--- config.mk ---
export PLATFORM = sky130hd
export DESIGN_NAME = spi_slave
export DESIGN_NICKNAME = d
export VERILOG_FILES = /design/src/rtl/spi_pkg.sv /design/src/rtl/spi_sync.sv /design/src/rtl/spi_slave.sv
export SDC_FILE = /design/constraint.sdc
export NUM_CORES = 1
export LEC_CHECK = 0
export ABC_AREA = 1
export BUFFER_PORTS_ARGS = -buffer_cell sky130_fd_sc_hd__buf_2
export CORE_MARGIN = 5
export CORE_UTILIZATION = 57
export CTS_CLUSTER_DIAMETER = 150
export DETAILED_ROUTE_END_ITERATION = 16
export GPL_TIMING_DRIVEN = 0
export MAX_ROUTING_LAYER = met4
export PLACE_DENSITY = 0.83
export SLEW_MARGIN = 15
export SYNTH_ARGS = -nofsm -noshare
export SYNTH_HDL_FRONTEND = slang
export SYNTH_SLANG_ARGS = --single-unit
--- constraint.sdc ---
create_clock -name clk -period 1.7 [get_ports clk]
set_input_delay 0.255 -clock clk [delete_from_list [all_inputs] [get_ports clk]]
set_output_delay 0.255 -clock clk [all_outputs]
set_load 0.03 [all_outputs]
--- src/rtl/spi_pkg.sv ---
`default_nettype none
// ---------------------------------------------------------------------------
// spi_pkg : shared types and constants for the spi_slave block.  Rev 1.0
// ---------------------------------------------------------------------------
package spi_pkg;

  typedef enum logic [0:0] {
    IDLE   = 1'b0,
    ACTIVE = 1'b1
  } spi_state_t;

  // Encoded as {cpol, cpha}
  typedef enum logic [1:0] {
    MODE0 = 2'b00,
    MODE1 = 2'b01,
    MODE2 = 2'b10,
    MODE3 = 2'b11
  } spi_mode_t;

  localparam int SPI_SYNC_STAGES = 2;

  function automatic logic mode_cpol(input spi_mode_t m);
    return m[1];
  endfunction

  function automatic logic mode_cpha(input spi_mode_t m);
    return m[0];
  endfunction

endpackage
`default_nettype wire

--- src/rtl/spi_sync.sv ---
`default_nettype none
// ---------------------------------------------------------------------------
// spi_sync : generic N-stage synchronizer, async active-low reset.  Rev 1.0
// ---------------------------------------------------------------------------
module spi_sync #(
  parameter int   STAGES    = 2,
  parameter logic RESET_VAL = 1'b0
) (
  input  logic clk,
  input  logic rst_n,
  input  logic i_async,
  output logic o_sync
);

  logic [STAGES-1:0] sync_q;
  logic [STAGES-1:0] sync_d;

  always_comb begin
    sync_d = {sync_q[STAGES-2:0], i_async};
  end

  always_ff @(posedge clk or negedge rst_n) begin
    if (!rst_n) begin
      sync_q <= {STAGES{RESET_VAL}};
    end else begin
      sync_q <= sync_d;
    end
  end

  assign o_sync = sync_q[STAGES-1];

endmodule
`default_nettype wire

--- src/rtl/spi_slave.sv ---
`default_nettype none
// ---------------------------------------------------------------------------
// spi_slave : oversampled SPI slave, all CPOL/CPHA modes, LSB-first duplex.
// Rev 1.0
// ---------------------------------------------------------------------------
module spi_slave
  import spi_pkg::*;
#(
  parameter int DATA_W = 8
) (
  input  logic              clk,
  input  logic              rst_n,
  input  logic              cpol,
  input  logic              cpha,
  input  logic              load,
  input  logic [DATA_W-1:0] data_to_write,
  input  logic              cs_n,
  input  logic              sclk,
  input  logic              mosi,
  output logic              miso,
  output logic [DATA_W-1:0] data_read,
  output logic              rx_valid,
  output logic              busy
);

  localparam int               CNT_W      = $clog2(DATA_W);
  localparam logic [CNT_W-1:0] c_last_bit = CNT_W'(DATA_W - 1);

  logic w_sclk, w_cs_n, w_mosi;

  spi_sync #(.STAGES(SPI_SYNC_STAGES), .RESET_VAL(1'b0)) u_sync_sclk (
    .clk(clk), .rst_n(rst_n), .i_async(sclk), .o_sync(w_sclk)
  );
  spi_sync #(.STAGES(SPI_SYNC_STAGES), .RESET_VAL(1'b1)) u_sync_cs_n (
    .clk(clk), .rst_n(rst_n), .i_async(cs_n), .o_sync(w_cs_n)
  );
  spi_sync #(.STAGES(SPI_SYNC_STAGES), .RESET_VAL(1'b0)) u_sync_mosi (
    .clk(clk), .rst_n(rst_n), .i_async(mosi), .o_sync(w_mosi)
  );

  spi_state_t        state_q,     state_d;
  spi_mode_t         mode_q,      mode_d;
  logic              sclk_prev_q, sclk_prev_d;
  logic              cs_n_prev_q, cs_n_prev_d;
  logic [DATA_W-1:0] tx_buf_q,    tx_buf_d;
  logic [DATA_W-1:0] tx_sh_q,     tx_sh_d;
  logic [DATA_W-1:0] rx_sh_q,     rx_sh_d;
  logic [CNT_W-1:0]  bit_cnt_q,   bit_cnt_d;
  logic              miso_q,      miso_d;
  logic [DATA_W-1:0] data_read_q, data_read_d;
  logic              rx_valid_q,  rx_valid_d;
  logic              busy_q,      busy_d;

  logic w_sclk_rise, w_sclk_fall, w_lead, w_trail, w_sample, w_shift, w_cs_fall;

  assign w_sclk_rise = w_sclk & ~sclk_prev_q;
  assign w_sclk_fall = ~w_sclk & sclk_prev_q;
  assign w_lead      = mode_cpol(mode_q) ? w_sclk_fall : w_sclk_rise;
  assign w_trail     = mode_cpol(mode_q) ? w_sclk_rise : w_sclk_fall;
  assign w_sample    = mode_cpha(mode_q) ? w_trail : w_lead;
  assign w_shift     = mode_cpha(mode_q) ? w_lead  : w_trail;
  assign w_cs_fall   = ~w_cs_n & cs_n_prev_q;

  always_comb begin
    state_d     = state_q;
    mode_d      = mode_q;
    sclk_prev_d = w_sclk;
    cs_n_prev_d = w_cs_n;
    tx_buf_d    = load ? data_to_write : tx_buf_q;
    tx_sh_d     = tx_sh_q;
    rx_sh_d     = rx_sh_q;
    bit_cnt_d   = bit_cnt_q;
    miso_d      = miso_q;
    data_read_d = data_read_q;
    rx_valid_d  = 1'b0;
    busy_d      = busy_q;

    case (state_q)
      IDLE: begin
        miso_d = 1'b0;
        busy_d = 1'b0;
        if (w_cs_fall) begin
          state_d   = ACTIVE;
          busy_d    = 1'b1;
          mode_d    = spi_mode_t'({cpol, cpha});
          tx_sh_d   = tx_buf_q;
          rx_sh_d   = '0;
          bit_cnt_d = '0;
          miso_d    = cpha ? 1'b0 : tx_buf_q[0];
        end
      end

      ACTIVE: begin
        if (w_shift) begin
          if (mode_cpha(mode_q)) begin
            miso_d  = tx_sh_q[0];
            tx_sh_d = tx_sh_q >> 1;
          end else if (bit_cnt_q != '0) begin
            miso_d  = tx_sh_q[1];
            tx_sh_d = tx_sh_q >> 1;
          end else begin
            // Trailing edge right after a word wrap: bit 0 of the freshly
            // reloaded word must be presented, not shifted away.
            miso_d = tx_sh_q[0];
          end
        end

        if (w_sample) begin
          rx_sh_d[bit_cnt_q] = w_mosi;
          if (bit_cnt_q == c_last_bit) begin
            data_read_d = rx_sh_d;
            rx_valid_d  = 1'b1;
            bit_cnt_d   = '0;
            tx_sh_d     = tx_buf_q;
          end else begin
            bit_cnt_d = bit_cnt_q + CNT_W'(1);
          end
        end

        // Deselect wins over everything except a word completing this cycle.
        if (w_cs_n) begin
          state_d = IDLE;
          busy_d  = 1'b0;
          miso_d  = 1'b0;
        end
      end

      default: begin
        state_d = IDLE;
        busy_d  = 1'b0;
        miso_d  = 1'b0;
      end
    endcase
  end

  always_ff @(posedge clk or negedge rst_n) begin
    if (!rst_n) begin
      state_q     <= IDLE;
      mode_q      <= MODE0;
      sclk_prev_q <= 1'b0;
      cs_n_prev_q <= 1'b1;
      tx_buf_q    <= '0;
      tx_sh_q     <= '0;
      rx_sh_q     <= '0;
      bit_cnt_q   <= '0;
      miso_q      <= 1'b0;
      data_read_q <= '0;
      rx_valid_q  <= 1'b0;
      busy_q      <= 1'b0;
    end else begin
      state_q     <= state_d;
      mode_q      <= mode_d;
      sclk_prev_q <= sclk_prev_d;
      cs_n_prev_q <= cs_n_prev_d;
      tx_buf_q    <= tx_buf_d;
      tx_sh_q     <= tx_sh_d;
      rx_sh_q     <= rx_sh_d;
      bit_cnt_q   <= bit_cnt_d;
      miso_q      <= miso_d;
      data_read_q <= data_read_d;
      rx_valid_q  <= rx_valid_d;
      busy_q      <= busy_d;
    end
  end

  assign miso      = miso_q;
  assign data_read = data_read_q;
  assign rx_valid  = rx_valid_q;
  assign busy      = busy_q;

endmodule
`default_nettype wire

==> impl_metrics.json <==
{
  "drc_errors": 0,
  "irDropWorstVdd_mv": 0.760,
  "crit_path_end": "tx_sh_q[4]",
  "cts_buffers": 5,
  "path_depth": 8,
  "crit_chain": "ha_1, ha_1, nand3_2, nand2_2, buf_6, nor2_1, nand2_1, nand3_2",
  "timing.rr.start": "bit_cnt_q[0]",
  "powerDensity_nw_per_um2": 1210,
  "min_path_type": "input pin to flop",
  "portBuffers": 26,
  "synthCells": 256,
  "crit_start": "bit_cnt_q[0]",
  "status": "completed",
  "hold_slack_ns": 0.0454,
  "relSlewSlack_pct": 60.4,
  "cp_num_buf_inv": 1,
  "grt_first_pass_wirelength_mm": 7.44,
  "finalHoldViolations": 0,
  "syn-num-nets": 275,
  "drive_gt1_share_pct": 23.1,
  "htreeDepth": 2,
  "io_pins": 27,
  "critPathTopFamily": "adder cells",
  "start_util_pct": 60.0,
  "layout_setup_ws_ns": 0.129,
  "root_buffer": "clkbuf_8",
  "clock.fmax_mhz": 636,
  "antenna_found_initial": 0,
  "insertion_delay_ns": 0.30,
  "path_max_fanout": 10,
  "yosysSeqAreaShare_pct": 54.8,
  "rr_endpoint": "tx_sh_q[4]",
  "die_h_um": 72.8,
  "post_drt_wl_per_cell_um": 12.0,
  "slew_violations": 0,
  "cp.required_ns": 1.94,
  "maxCapViolations": 0,
  "syn_to_final_growth_pct": 15.4,
  "drt-pass1-iter-count": 4,
  "clock_sinks": 49,
  "critPathMaxStageDelay_ns": 0.45,
  "yosysTopAreaCell": "dfrtp_1",
  "place.gp.congestion": 0.878,
  "dieArea_um2": 5300,
  "diodes": 0,
  "dpl_worst_slack_ns": 0.0742,
  "ys_ff_latch": 49,
  "synth_warnings": 0,
  "vias_per_cell": 5.11,
  "path_clk_slew_ns": 0.08,
  "dp_hpwl_mm": 2.93,
  "num_vias": 1748,
  "synth.top_cells.by_area": "dfrtp_1 (51%), nand2_1 (11%), nand3_1 (7.8%), inv_1 (5.0%), o21ai_0 (4.2%)",
  "grt_max_degree": 50,
  "core_area_um2": 3740,
  "layout.nets": 312,
  "grt_pass1_vias": 1787,
  "die_w_um": 72.8,
  "setup_viol": 0,
  "rr_worst_depth": 8,
  "ant_nets": 0,
  "arrival_ns": 1.81,
  "worst_pin_slew_ns": 0.594,
  "drt_iter0_markers": 79,
  "overflow": 0,
  "post-route-period-util_pct": 92.4,
  "synth.top_cell.area_share_pct": 51.3,
  "power_leakage_nw": 1.35,
  "yosysUniqueCellTypes": 21,
  "critical_path_class": "flop to flop",
  "cp-end-kind": "flop",
  "syn_area_per_cell_um2": 8.77,
  "slowest_stage": "dfrtp_2",
  "reg2reg_slack_ns": 0.13,
  "skew_ns": 0.00607,
  "syn_area_um2": 2250,
  "drt_wl_total_mm": 4.09,
  "period_needed_ns": 1.57,
  "rows": 22,
  "critPathLaunchType": "flop",
  "grtUsageTotal_pct": 18.5,
  "cts_max_path_buffers": 2,
  "cts_tree": "yes"
}
-- layout by cell type, fill, tap and decap left out --
| master | synthesis | final |
|---|---|---|
| nand4_1 | 2 | 2 |
| inv_2 | 2 | 3 |
| o21ai_1 | 8 | 9 |
| clkbuf_1 | 1 | 2 |
| dlygate4sd3_1 | 0 | 1 |
| clkbuf_4 | 0 | 1 |
| dfrtp_2 | 0 | 2 |
| ha_1 | 3 | 3 |
| dfstp_2 | 3 | 3 |
| bufinv_16 | 0 | 1 |
| buf_4 | 0 | 4 |
| nand3_2 | 6 | 6 |
| nor2_1 | 11 | 11 |
| or2_2 | 6 | 6 |
| clkbuf_8 | 0 | 6 |
| o22ai_1 | 1 | 1 |
| dfrtp_1 | 46 | 44 |
| mux2_2 | 5 | 5 |
| inv_1 | 30 | 29 |
| nor2_2 | 1 | 1 |
| nand2_2 | 2 | 2 |
| o21ai_0 | 19 | 18 |
| buf_2 | 1 | 25 |
| nand3_1 | 35 | 35 |
| buf_6 | 3 | 3 |
| nand2_1 | 66 | 66 |
| a21oi_1 | 5 | 5 |
-- sequential cells by signal, summed over array words and instances, names as in the netlist --
register            flops
tx_sh_q                 8
mode_q                  2
u_sync_sclk.sync_q      2
tx_buf_q                8
data_read               8
rx_sh_q                 8
sclk_prev_q             1
cs_n_prev_q             1
miso                    1
rx_valid                1
state_q                 1
bit_cnt_q               3
busy                    1
u_sync_cs_n.sync_q      2
u_sync_mosi.sync_q      2
-- repair_timing --
action	CTS	global route
endpoints found under the hold margin	0	22
hold buffers	0	1
endpoints found under the setup margin	0	11
buffers inserted	0	3
gates resized for setup	0	5
-- worst min path at each step --
stage                          startpoint                     to  slack, ns  depth (start not counted)
floorplan                           rst_n           bit_cnt_q[0]      -0.04                          0
global placement    u_sync_sclk.sync_q[0]  u_sync_sclk.sync_q[1]       0.33                          0
detailed placement  u_sync_mosi.sync_q[0]  u_sync_mosi.sync_q[1]       0.34                          0
CTS                                  cs_n  u_sync_cs_n.sync_q[0]       0.03                          1
global route                         cs_n  u_sync_cs_n.sync_q[0]       0.02                          1
finish                               cs_n  u_sync_cs_n.sync_q[0]       0.05                          1
-- Yosys cell counts --
master     n
a21oi_1    5
buf_2      1
buf_6      3
clkbuf_1   1
dfrtp_1   46
dfstp_2    3
ha_1       3
inv_1     30
inv_2      2
mux2_2     5
nand2_1   66
nand2_2    2
nand3_1   35
nand3_2    6
nand4_1    2
nor2_1    11
nor2_2     1
o21ai_0   19
o21ai_1    8
o22ai_1    1
or2_2      6
-- power breakdown --
part	total, mW	internal, mW	switching, mW	leakage [nW]
logic	0.821	0.333	0.488	0.675
clock network	0.841	0.479	0.361	0.0585
registers	1.47	1.34	0.128	0.614
total	3.13	2.16	0.978	1.35
-- area by class of cell --
cell class | count | area [um^2]
repair buffers | 30 | 165
inverters | 32 | 120
fillers | 316 | 1150
clock inverters | 1 | 30.0
well taps | 48 | 60.1
multi-input cells | 170 | 853
clock buffers | 7 | 86.3
flip-flops and latches | 49 | 1230
plain buffers | 5 | 45.0
-- stage by stage --
stage | utilization, % | area [um^2] | std cells | setup TNS, ns | total power [mW]
after floorplan | - | 2250 | 256 | 0 | 2.05
after global placement | 65.1 | 2440 | 330 | 0 | 2.20
after detailed placement | 65.1 | 2440 | 330 | 0 | 2.25
after CTS | 68.2 | 2550 | 338 | 0 | 3.10
after global routing | 69.3 | 2590 | 342 | -0.0136 | 3.38
final | 69.3 | 2590 | 342 | 0 | 3.13
-- cells by family after synthesis --
family / share of synthesized area [%]
buffers and inverters: 7.24
AO/OA/AOI/OAI: 7.41
adder cells (fa/ha/maj): 1.67
AND/OR/NAND/NOR: 26.4
flip-flops: 54.8
multiplexers: 2.51
-- metal layers --
layer  global-route usage, %  wire (um)  vias up
met4                    6.15         74        0
met5                       -          0        -
met3                    5.51        193        8
li1                        -          -      900
met2                    31.7       2050       33
met1                    20.4       1770      807
(Power assumes the default switching activity.)
